--- src/rtl/bf_loader_pkg.sv ---
// Shared definitions for the brainhack program loader: FSM states,
// 3-bit core opcodes, abort codes and the source terminator byte.
package bf_loader_pkg;

  typedef enum logic [2:0] {
    S_IDLE  = 3'd0,
    S_LOAD  = 3'd1,
    S_FILL  = 3'd2,
    S_DONE  = 3'd3,
    S_ERROR = 3'd4
  } state_t;

  localparam logic [2:0] OP_NOP        = 3'b000;
  localparam logic [2:0] OP_TAPE_INC   = 3'b010;
  localparam logic [2:0] OP_TAPE_DEC   = 3'b011;
  localparam logic [2:0] OP_PTR_INC    = 3'b100;
  localparam logic [2:0] OP_PTR_DEC    = 3'b101;
  localparam logic [2:0] OP_LOOP_OPEN  = 3'b110;
  localparam logic [2:0] OP_LOOP_CLOSE = 3'b111;

  localparam logic [2:0] ERR_NONE            = 3'd0;
  localparam logic [2:0] ERR_UNMATCHED_CLOSE = 3'd1;
  localparam logic [2:0] ERR_UNMATCHED_OPEN  = 3'd2;
  localparam logic [2:0] ERR_DEPTH_OVF       = 3'd3;
  localparam logic [2:0] ERR_TOO_LONG        = 3'd4;

  localparam logic [7:0] CH_END = 8'h00;

endpackage

--- src/rtl/bf_loader_if.sv ---
// Source byte stream into the loader, one ASCII byte per handshake.
interface bf_loader_if;
  // A byte transfers on a cycle where i_char_valid && o_char_ready; the
  // source holds i_char stable while valid is high and ready is low.
  logic       i_char_valid;
  logic [7:0] i_char;
  logic       o_char_ready;

  modport master (output i_char_valid, output i_char, input o_char_ready);
  modport slave  (input i_char_valid, input i_char, output o_char_ready);
endinterface

--- src/rtl/bf_loader_char_decode.sv ---
// Combinational classifier: maps one source byte to its core opcode and
// flags whether it is a command, a loop bracket or the terminator.
module bf_loader_char_decode
  import bf_loader_pkg::*;
(
  input  logic [7:0] i_char,
  output logic       o_is_cmd,
  output logic       o_is_end,
  output logic       o_is_open,
  output logic       o_is_close,
  output logic [2:0] o_opcode
);

  always_comb begin
    o_is_cmd   = 1'b1;
    o_is_end   = 1'b0;
    o_is_open  = 1'b0;
    o_is_close = 1'b0;
    o_opcode   = OP_NOP;
    case (i_char)
      8'h2B: o_opcode = OP_TAPE_INC;
      8'h2D: o_opcode = OP_TAPE_DEC;
      8'h3E: o_opcode = OP_PTR_INC;
      8'h3C: o_opcode = OP_PTR_DEC;
      8'h5B: begin o_opcode = OP_LOOP_OPEN;  o_is_open  = 1'b1; end
      8'h5D: begin o_opcode = OP_LOOP_CLOSE; o_is_close = 1'b1; end
      CH_END: begin o_is_cmd = 1'b0; o_is_end = 1'b1; end
      default: o_is_cmd = 1'b0;
    endcase
  end

endmodule

--- src/rtl/bf_loader.sv ---
// Brainfuck program loader: encodes source bytes into opcodes, writes them
// to program memory and checks bracket nesting. BF_LOADER_CLEAR_EN builds the
// FILL state that NOP-clears memory past the end of the program.
module bf_loader
  import bf_loader_pkg::*;
#(
  parameter int PRGMEM_ADDR_WIDTH = 8,
  parameter int STACK_ADDR_WIDTH  = 4,
  parameter int INSTR_WIDTH       = 3
) (
  input  logic                         i_clock,
  input  logic                         i_reset,
  input  logic                         i_start,
  bf_loader_if.slave                   char_if,
  output logic                         o_prgmem_in,
  output logic [PRGMEM_ADDR_WIDTH-1:0] o_prgmem_addr,
  output logic [INSTR_WIDTH-1:0]       o_prgmem_data,
  output logic                         o_busy,
  output logic                         o_done,
  output logic                         o_error,
  output logic [2:0]                   o_error_code,
  output logic [PRGMEM_ADDR_WIDTH:0]   o_length,
  output state_t                       o_dbg_state
);

  localparam int AW = PRGMEM_ADDR_WIDTH;
  localparam int SW = STACK_ADDR_WIDTH;
  localparam logic [AW:0]   FULL_LEN  = {1'b1, {AW{1'b0}}};
  localparam logic [AW:0]   LEN_ONE   = {{AW{1'b0}}, 1'b1};
  localparam logic [AW-1:0] ADDR_ONE  = {{(AW-1){1'b0}}, 1'b1};
  localparam logic [SW:0]   MAX_DEPTH = {1'b1, {SW{1'b0}}};
  localparam logic [SW:0]   DEPTH_ONE = {{SW{1'b0}}, 1'b1};

  state_t                 r_state, w_state_next;
  logic                   r_prgmem_in, w_prgmem_in_next;
  logic [AW-1:0]          r_prgmem_addr, w_prgmem_addr_next;
  logic [INSTR_WIDTH-1:0] r_prgmem_data, w_prgmem_data_next;
  logic [AW-1:0]          r_addr, w_addr_next;
  logic [AW:0]            r_length, w_length_next;
  logic [SW:0]            r_depth, w_depth_next;
  logic                   r_done, w_done_next;
  logic                   r_error, w_error_next;
  logic [2:0]             r_error_code, w_error_code_next;

  logic       w_ready, w_accept;
  logic       w_is_cmd, w_is_end, w_is_open, w_is_close;
  logic [2:0] w_opcode;

  bf_loader_char_decode u_decode (
    .i_char     (char_if.i_char),
    .o_is_cmd   (w_is_cmd),
    .o_is_end   (w_is_end),
    .o_is_open  (w_is_open),
    .o_is_close (w_is_close),
    .o_opcode   (w_opcode)
  );

  assign w_ready              = (r_state == S_LOAD);
  assign w_accept             = char_if.i_char_valid && w_ready;
  assign char_if.o_char_ready = w_ready;

  always_ff @(posedge i_clock) begin
    if (i_reset) begin
      r_state       <= S_IDLE;
      r_prgmem_in   <= 1'b0;
      r_prgmem_addr <= '0;
      r_prgmem_data <= '0;
      r_addr        <= '0;
      r_length      <= '0;
      r_depth       <= '0;
      r_done        <= 1'b0;
      r_error       <= 1'b0;
      r_error_code  <= ERR_NONE;
    end else begin
      r_state       <= w_state_next;
      r_prgmem_in   <= w_prgmem_in_next;
      r_prgmem_addr <= w_prgmem_addr_next;
      r_prgmem_data <= w_prgmem_data_next;
      r_addr        <= w_addr_next;
      r_length      <= w_length_next;
      r_depth       <= w_depth_next;
      r_done        <= w_done_next;
      r_error       <= w_error_next;
      r_error_code  <= w_error_code_next;
    end
  end

  always_comb begin
    w_state_next       = r_state;
    w_prgmem_in_next   = 1'b0;
    w_prgmem_addr_next = r_prgmem_addr;
    w_prgmem_data_next = r_prgmem_data;
    w_addr_next        = r_addr;
    w_length_next      = r_length;
    w_depth_next       = r_depth;
    w_done_next        = r_done;
    w_error_next       = r_error;
    w_error_code_next  = r_error_code;
    case (r_state)
      S_IDLE, S_DONE, S_ERROR: begin
        if (i_start) begin
          w_state_next      = S_LOAD;
          w_addr_next       = '0;
          w_length_next     = '0;
          w_depth_next      = '0;
          w_done_next       = 1'b0;
          w_error_next      = 1'b0;
          w_error_code_next = ERR_NONE;
        end
      end
      S_LOAD: begin
        if (w_accept && w_is_cmd) begin
          // Abort checks are ordered so a full memory wins over bracket faults.
          if (r_length == FULL_LEN) begin
            w_state_next      = S_ERROR;
            w_error_next      = 1'b1;
            w_error_code_next = ERR_TOO_LONG;
          end else if (w_is_open && r_depth == MAX_DEPTH) begin
            w_state_next      = S_ERROR;
            w_error_next      = 1'b1;
            w_error_code_next = ERR_DEPTH_OVF;
          end else if (w_is_close && r_depth == '0) begin
            w_state_next      = S_ERROR;
            w_error_next      = 1'b1;
            w_error_code_next = ERR_UNMATCHED_CLOSE;
          end else begin
            w_prgmem_in_next   = 1'b1;
            w_prgmem_addr_next = r_addr;
            w_prgmem_data_next = INSTR_WIDTH'(w_opcode);
            w_addr_next        = r_addr + ADDR_ONE;
            w_length_next      = r_length + LEN_ONE;
            if (w_is_open)       w_depth_next = r_depth + DEPTH_ONE;
            else if (w_is_close) w_depth_next = r_depth - DEPTH_ONE;
          end
        end else if (w_accept && w_is_end) begin
          if (r_depth != '0) begin
            w_state_next      = S_ERROR;
            w_error_next      = 1'b1;
            w_error_code_next = ERR_UNMATCHED_OPEN;
          end else begin
`ifdef BF_LOADER_CLEAR_EN
            if (r_length == FULL_LEN) begin
              w_state_next = S_DONE;
              w_done_next  = 1'b1;
            end else begin
              // The first NOP is issued with the terminator so fill k lands at T+1+k.
              w_state_next       = S_FILL;
              w_prgmem_in_next   = 1'b1;
              w_prgmem_addr_next = r_addr;
              w_prgmem_data_next = INSTR_WIDTH'(OP_NOP);
              w_addr_next        = r_addr + ADDR_ONE;
            end
`else
            w_state_next = S_DONE;
            w_done_next  = 1'b1;
`endif
          end
        end
      end
`ifdef BF_LOADER_CLEAR_EN
      S_FILL: begin
        // The address wrapping to zero means the top word was just written.
        if (r_addr == '0) begin
          w_state_next = S_DONE;
          w_done_next  = 1'b1;
        end else begin
          w_prgmem_in_next   = 1'b1;
          w_prgmem_addr_next = r_addr;
          w_prgmem_data_next = INSTR_WIDTH'(OP_NOP);
          w_addr_next        = r_addr + ADDR_ONE;
        end
      end
`endif
      default: w_state_next = S_IDLE;
    endcase
  end

  assign o_prgmem_in   = r_prgmem_in;
  assign o_prgmem_addr = r_prgmem_addr;
  assign o_prgmem_data = r_prgmem_data;
  assign o_busy        = (r_state == S_LOAD) || (r_state == S_FILL);
  assign o_done        = r_done;
  assign o_error       = r_error;
  assign o_error_code  = r_error_code;
  assign o_length      = r_length;
  assign o_dbg_state   = r_state;

endmodule
--- src/flat_wrapper.sv ---
// flat-port wrapper written by rule: the top's interface ports become plain ports
module bf_loader_flat import bf_loader_pkg::*;
#(
  parameter int PRGMEM_ADDR_WIDTH = 8,
  parameter int STACK_ADDR_WIDTH  = 4,
  parameter int INSTR_WIDTH       = 3
)
  (i_clock, i_reset, i_start, o_prgmem_in, o_prgmem_addr, o_prgmem_data, o_busy, o_done, o_error, o_error_code, o_length, o_dbg_state, char_if_i_char_valid, char_if_i_char, char_if_o_char_ready);
  bf_loader_if char_if_i ();
  input  logic i_clock;
  input  logic i_reset;
  input  logic i_start;
  output logic o_prgmem_in;
  output logic [PRGMEM_ADDR_WIDTH-1:0] o_prgmem_addr;
  output logic [INSTR_WIDTH-1:0] o_prgmem_data;
  output logic o_busy;
  output logic o_done;
  output logic o_error;
  output logic [2:0] o_error_code;
  output logic [PRGMEM_ADDR_WIDTH:0] o_length;
  output state_t o_dbg_state;
  input wire logic [$bits(char_if_i.i_char_valid)-1:0] char_if_i_char_valid;
  input wire logic [$bits(char_if_i.i_char)-1:0] char_if_i_char;
  output wire logic [$bits(char_if_i.o_char_ready)-1:0] char_if_o_char_ready;
  assign char_if_i.i_char_valid = char_if_i_char_valid;
  assign char_if_i.i_char = char_if_i_char;
  assign char_if_o_char_ready = char_if_i.o_char_ready;
  bf_loader #(.PRGMEM_ADDR_WIDTH(PRGMEM_ADDR_WIDTH), .STACK_ADDR_WIDTH(STACK_ADDR_WIDTH), .INSTR_WIDTH(INSTR_WIDTH)) u_core (.i_clock(i_clock), .i_reset(i_reset), .i_start(i_start), .char_if(char_if_i), .o_prgmem_in(o_prgmem_in), .o_prgmem_addr(o_prgmem_addr), .o_prgmem_data(o_prgmem_data), .o_busy(o_busy), .o_done(o_done), .o_error(o_error), .o_error_code(o_error_code), .o_length(o_length), .o_dbg_state(o_dbg_state));
endmodule
--- config.mk ---
export PLATFORM = sky130hd
export DESIGN_NAME = bf_loader_flat
export DESIGN_NICKNAME = d
export VERILOG_FILES = /design/src/rtl/bf_loader_pkg.sv /design/src/rtl/bf_loader_if.sv /design/src/rtl/bf_loader_char_decode.sv /design/src/rtl/bf_loader.sv /design/src/flat_wrapper.sv
export SDC_FILE = /design/constraint.sdc
export NUM_CORES = 1
export LEC_CHECK = 0
export CORE_MARGIN = 1.5
export CORE_UTILIZATION = 55
export DETAILED_ROUTE_END_ITERATION = 7
export GPL_TIMING_DRIVEN = 0
export HOLD_SLACK_MARGIN = 0.03
export PLACE_DENSITY = 0.91
export SYNTH_ARGS = -nofsm -noshare
export SYNTH_HDL_FRONTEND = slang
export SYNTH_SLANG_ARGS = --single-unit
--- constraint.sdc ---
create_clock -name i_clock -period 6.7 [get_ports i_clock]
set_clock_uncertainty 0.2 [all_clocks]
set_input_delay 1.005 -clock i_clock [delete_from_list [all_inputs] [get_ports i_clock]]
set_output_delay 1.005 -clock i_clock [all_outputs]
set_load 0.02 [all_outputs]
# After elaboration in Yosys (flattened, before gate mapping)
# Cells that the tools add are included.
[totals]
regBits = 42
latchBits = 0
ram_bits = 0
rom_bits = 0
input_bits = 12
out_inout_bits = 31
word_cells = 117
mem_count = 0
[classes]
add_sub_neg = 4
n_mul = 0
div_mod_pow = 0
magnitude_cmp = 0
eq_ne = 24
n_shift = 0
muxes = 54
n_bitwise = 5
n_reduce_logical = 20
[ops]
columns = ["cell", "count"]
rows = [
  ["two-way mux 9 bit", 5],
  ["two-way mux 3 bit", 14],
  ["two-way mux 8 bit", 5],
  ["two-way mux 5 bit", 7],
  ["== test 8 x 6 -> 1 bit (second input constant)", 4],
  ["case mux 3 bit (6 select lines)", 1],
  ["case mux 9 bit (2 select lines)", 1],
  ["== test 8 x 7 -> 1 bit (second input constant)", 2],
  ["!= test 2 bit (second input constant)", 8],
  ["case mux 8 bit (2 select lines)", 1],
  ["two-way mux 1 bit", 15],
  ["AND reduction 5 bit", 3],
  ["case mux 3 bit (2 select lines)", 2],
  ["case mux 5 bit (2 select lines)", 1],
  ["adder 9 x 1 -> 9 bit (second input constant)", 1],
  ["== test 9 bit (second input constant)", 1],
  ["!= test 3 bit (second input constant)", 3],
  ["adder 8 x 1 -> 8 bit (second input constant)", 1],
  ["zero test 8 bit", 1],
  ["AND reduction 7 bit", 1],
  ["== test 3 x 2 -> 1 bit (second input constant)", 2],
  ["AND reduction 6 bit", 1],
  ["OR reduction 6 bit", 1],
  ["adder 5 x 1 -> 5 bit (second input constant)", 1],
  ["16 further kinds", 25],
]

# Depth between registers and ports, before layout
[depth]
ltp_word = 9
depth_mapped = 11
ltp_nobuf = 8

# Hierarchy
# A second synthesis with hierarchy kept.
[hier_totals]
cells_unflattened = 267
area_unflattened_um2 = 2267.2
[modules_own_cells]
columns = ["module", "instances", "cells_per_inst", "area_per_inst_um2", "seq_area_each_um2"]
rows = [
  ["bf_loader", 1, 246, 2125.8, 840.8],
  ["bf_loader_char_decode", 1, 21, 141.4, 0.0],
]

# Worst setup path after synthesis
# OpenSTA, ideal clock, no wires.
[synth_path]
path_kind = "input to register"
startpoint = "in char_if_i_char[5]"
endpoint = "reg u_core.r_depth[4]"
setup_ps = 95
arrival_time_ps = 2888
required_ps = 6405
path_slack_ps = 3517
path_stages = 8
n_path_buf = 0
path_cell_list = "nor4bb_1 > nand3_1 > fa_1 > a21o_1 > a21oi_1 > xnor2_1 > or4_1 > o311ai_1"
[synth_between]
elab_chain_len = 8
elab_cells_between_ends = 24
classes_between = "eq/ne: 10; mux: 9; reduce/logical: 5"
[synth_rtl]
columns = ["item", "line_no", "rtl"]
rows = [
  ["start: declaration", "flat_wrapper.sv:23", "input wire logic [$bits(char_if_i.i_char)-1:0] char_if_i_char;"],
  ["== test 8 x 7 -> 1 bit", "bf_loader_char_decode.sv:20", "case (i_char)"],
  ["two-way mux 1 bit", "bf_loader_char_decode.sv:20", ""],
  ["two-way mux 5 bit", "bf_loader.sv:132", "if (w_is_open) w_depth_next = r_depth + DEPTH_ONE;"],
  ["two-way mux 5 bit", "bf_loader.sv:122", "end else if (w_is_close && r_depth == '0) begin"],
  ["two-way mux 5 bit", "bf_loader.sv:118", "end else if (w_is_open && r_depth == MAX_DEPTH) begin"],
  ["two-way mux 5 bit", "bf_loader.sv:114", "if (r_length == FULL_LEN) begin"],
  ["two-way mux 5 bit", "bf_loader.sv:112", "if (w_accept && w_is_cmd) begin"],
  ["case mux 5 bit (2 select lines)", "bf_loader.sv:99", "case (r_state)"],
  ["end signal: assignment", "bf_loader.sv:81", "r_depth <= w_depth_next;"],
  ["end: declaration", "bf_loader.sv:40", "logic [SW:0] r_depth, w_depth_next;"],
]
# Parallel ways exist; a longest one is shown, timed or not. The select of a mux whose other input is x is not followed.
# A chain may end at the register's enable or synchronous reset.

# Worst setup path in the final report
[layout_path]
startpoint = "in char_if_i_char[6]"
endpoint = "reg u_core.r_depth[4]"
# Same word-level chain as after synthesis.

==> results.cfg <==
[outcome]
status = finished, final reports clean

[logic_synthesis]
yosysTopAreaCell = dfxtp_1
synth_edf_count = 0
synth_common_cells = dfxtp_1, nand2_1, nand3_1, a21oi_1, clkbuf_1
postSynth.asyncResetShare_pct = 0
synthesis.nets = 301
yosysMostFrequentCell = dfxtp_1
ys_ff_latch = 42
yosys-top-cells-area = dfxtp_1, nand3_1, mux2i_1
ys_seq_area_share_pct = 34.76
syn_area_per_cell_um2 = 8.576
syn_inst = 282
synthFlopType = dfxtp_1
yosys_warnings = 0
synth.top_cell.area_share_pct = 34.76
syn_area_mm2 = 0.002419
synth_cell_types = 61

[power]
cellLeakagePower_nw = 1.013
sw_frac_of_total_pct = 39.61
ir_drop_v = 0.0001950
p_clk_share_pct = 23.2
p_int_uw = 528.2
pwr-share-comb_pct = 44.8
p_switching_uw = 346.5
powerDensity_mw_per_mm2 = 291.4
pwr-share-seq_pct = 32.0

[clock_network]
cts_hold_buf = 0
ctsResizeCount = 0
clk_pin_slew_ns = 0.08
h-tree-depth = 2
cts_sinks = 42
clk_latency_ns = 0.31
cts_buffer_depth = 2
cts_setup_buffers = 0
cts_tree = done
cts_buffers = 5
root_buffer = clkbuf_8

[placed_design]
preCtsSetupSlack_ns = 2.752
place_congestion = 0.9394
dp_hpwl_um = 4257
io_buffers = 41
numPlacedInstances = 373

[floorplanning]
rows = 23
start_util_pct = 58.77
core_mm2 = 0.004115
die_h_um = 69.31
die_w_um = 69.31
io-pin-count = 43
dieArea_mm2 = 0.004804

[global_routing]
track_usage_pct = 25.76
antenna_found_initial = 0
grt_pass1_wl_um = 10270
grt_max_degree = 14
grt_pass1_vias = 2245
gr-total-overflow = 0

[sta]
period_share_pct = 55.39
finalWorstPathRequiredPeriod_ns = 3.711
worst_slack_ns = 2.989
slew_headroom_pct = 43.25
setup_viol = 0
hold_viol_final = 0
fmax_ghz = 0.2695
setup_tns_ns = 0
rsz0062_at_grt = false
worst_pin_slew_ns = 0.8448
finalMaxSlewViolations = 0

[cells_and_area]
syn2layout_area_growth_pct = 24.11
final-instance-count-excl-fill = 381
design.final.nets = 349
final_layout_size_suffix_gt1_share_pct = 7.553
diodes = 0

[critical_path]
worst-path-max-fanout = 6
crit_end = u_core.r_depth[4]
crit_chain = clkdlybuf4s50_1, nor4bb_1, nand3_1, fa_1, a21o_1, a21oi_1, xnor2_1, or4_1, o311ai_1
r2r_start = u_core.o_length[0]
reg2regPathDepth = 9
reg2reg_to = u_core.o_prgmem_data[1]
cp_num_cells = 9
cp-end-kind = flop
crit_type = input port to flop
startpoint = char_if_i_char[6]
r2r_slack_ns = 3.75
path_buf_inv = 1
critical-path-max-stage-delay_ns = 0.51
crit_required_ns = 6.69
slowest_stage = clkdlybuf4s50_1
crit_family = simple AND/OR/NAND/NOR gates
cp_data_arrival_time_ns = 3.70
critPathLaunchType = input port

[detailed_routing]
drtIter0Drc = 180
via_per_inst = 6.244
vias = 2379
dr.pass1.iters = 5
route.detailed.drc = 0
routed_wl_um = 6084
postRouteAntennaNets = 0
wire_per_inst_um = 15.97

[run]
maxCapViolations = 0

[min_path]
hold_path_class = flop to flop
## layer usage
| metal | GRT usage, % | wire length, um | vias to the layer above |
|---|---|---|---|
| met1 | 34.82 | 2799 | 1128 |
| met5 | 0 | 0 | - |
| li1 | - | - | 1142 |
| met4 | 8.932 | 65 | 0 |
| met3 | 5.959 | 393 | 9 |
| met2 | 40.38 | 2826 | 100 |
## worst min path at each step
stage,start,endpoint,slack (ns),cells after the start
4_1_cts,u_core.o_error_code[0],u_core.o_error_code[0],0.27,2
6_report,u_core.o_error_code[0],u_core.o_error_code[0],0.27,2
2_1_floorplan,u_core.r_depth[3],u_core.r_depth[3],0.25,2
3_3_place_gp,u_core.o_error_code[0],u_core.o_error_code[0],0.25,2
5_1_grt,u_core.o_error_code[2],u_core.o_error_code[2],0.30,2
3_5_place_dp,u_core.o_error_code[0],u_core.o_error_code[0],0.26,2
## area by class of cell
| type | instances | area (um2) |
|---|---|---|
| Timing Repair Buffer | 41 | 410.4 |
| Fill cell | 320 | 1114 |
| Buffer | 19 | 102.6 |
| Inverter | 10 | 37.54 |
| Tap cell | 50 | 62.56 |
| Multi-Input combinational cell | 211 | 1438 |
| Clock buffer | 6 | 72.57 |
| Sequential cell | 42 | 840.8 |
| Clock inverter | 2 | 37.54 |
## state kept, by name, indices dropped and copies added (netlist names)
| register | cells |
|---|---|
| u_core.o_dbg_state | 3 |
| u_core.o_done | 1 |
| u_core.o_error | 1 |
| u_core.o_error_code | 3 |
| u_core.o_length | 9 |
| u_core.o_prgmem_addr | 8 |
| u_core.o_prgmem_data | 3 |
| u_core.o_prgmem_in | 1 |
| u_core.r_addr | 8 |
| u_core.r_depth | 5 |
## worst min-delay path: cells and delay by family (launching register included)
kind | cells | cell delay, ns
and+or+nand+nor | 1 | 0.05
muxes | 1 | 0.05
DFF | 1 | 0.32
## cell usage in the layout (no fill, tap or decap), drive strengths merged, types with 5 or more instances in the layout
| cell | Yosys | layout |
|---|---|---|
| dfxtp | 42 | 42 |
| clkdlybuf4s50 | 0 | 41 |
| nand2 | 26 | 26 |
| nand3 | 24 | 24 |
| a21oi | 20 | 20 |
| clkbuf | 13 | 19 |
| o21ai | 13 | 13 |
| nand2b | 11 | 11 |
| mux2i | 11 | 11 |
| inv | 10 | 10 |
| or4 | 8 | 8 |
| nor2 | 8 | 8 |
| nor3 | 6 | 6 |
| ha | 6 | 6 |
| buf | 6 | 6 |
| a21boi | 5 | 5 |
| o211ai | 5 | 5 |
| o31ai | 5 | 5 |
## power groups by stage
stage	clock (mW)	sequential, mW	combinational [mW]
4_1_cts	0.203	0.280	0.388
2_1_floorplan	0	0.291	0.273
3_5_place_dp	0	0.285	0.384
3_3_place_gp	0	0.284	0.375
6_report	0.203	0.280	0.392
5_1_grt	0.215	0.282	0.421
## kinds of logic after synthesis
logic type | after synthesis | synth area share, %
multiplexers | 12 | 5.018
AO/OA/AOI/OAI | 72 | 21.16
XOR/XNOR | 5 | 1.811
adder cells (fa/ha/maj) | 7 | 3.932
buffers and inverters | 29 | 5.794
flip-flops | 42 | 34.76
AND/OR/NAND/NOR | 115 | 27.52
## through the flow
| stage | hold WS (ns) | util, % | cell area, um2 | power, mW |
|---|---|---|---|---|
| finish | 0.2673 | 72.94 | 3002 | 0.8747 |
| CTS | 0.2691 | 72.94 | 3002 | 0.8711 |
| global route | 0.2993 | 72.94 | 3002 | 0.9188 |
| global placement | 0.2459 | 70.26 | 2892 | 0.6593 |
| floorplan | 0.2507 | - | 2419 | 0.5644 |
| detailed placement | 0.2571 | 70.26 | 2892 | 0.6694 |
Note: power is estimated with default switching activity, not from simulation.
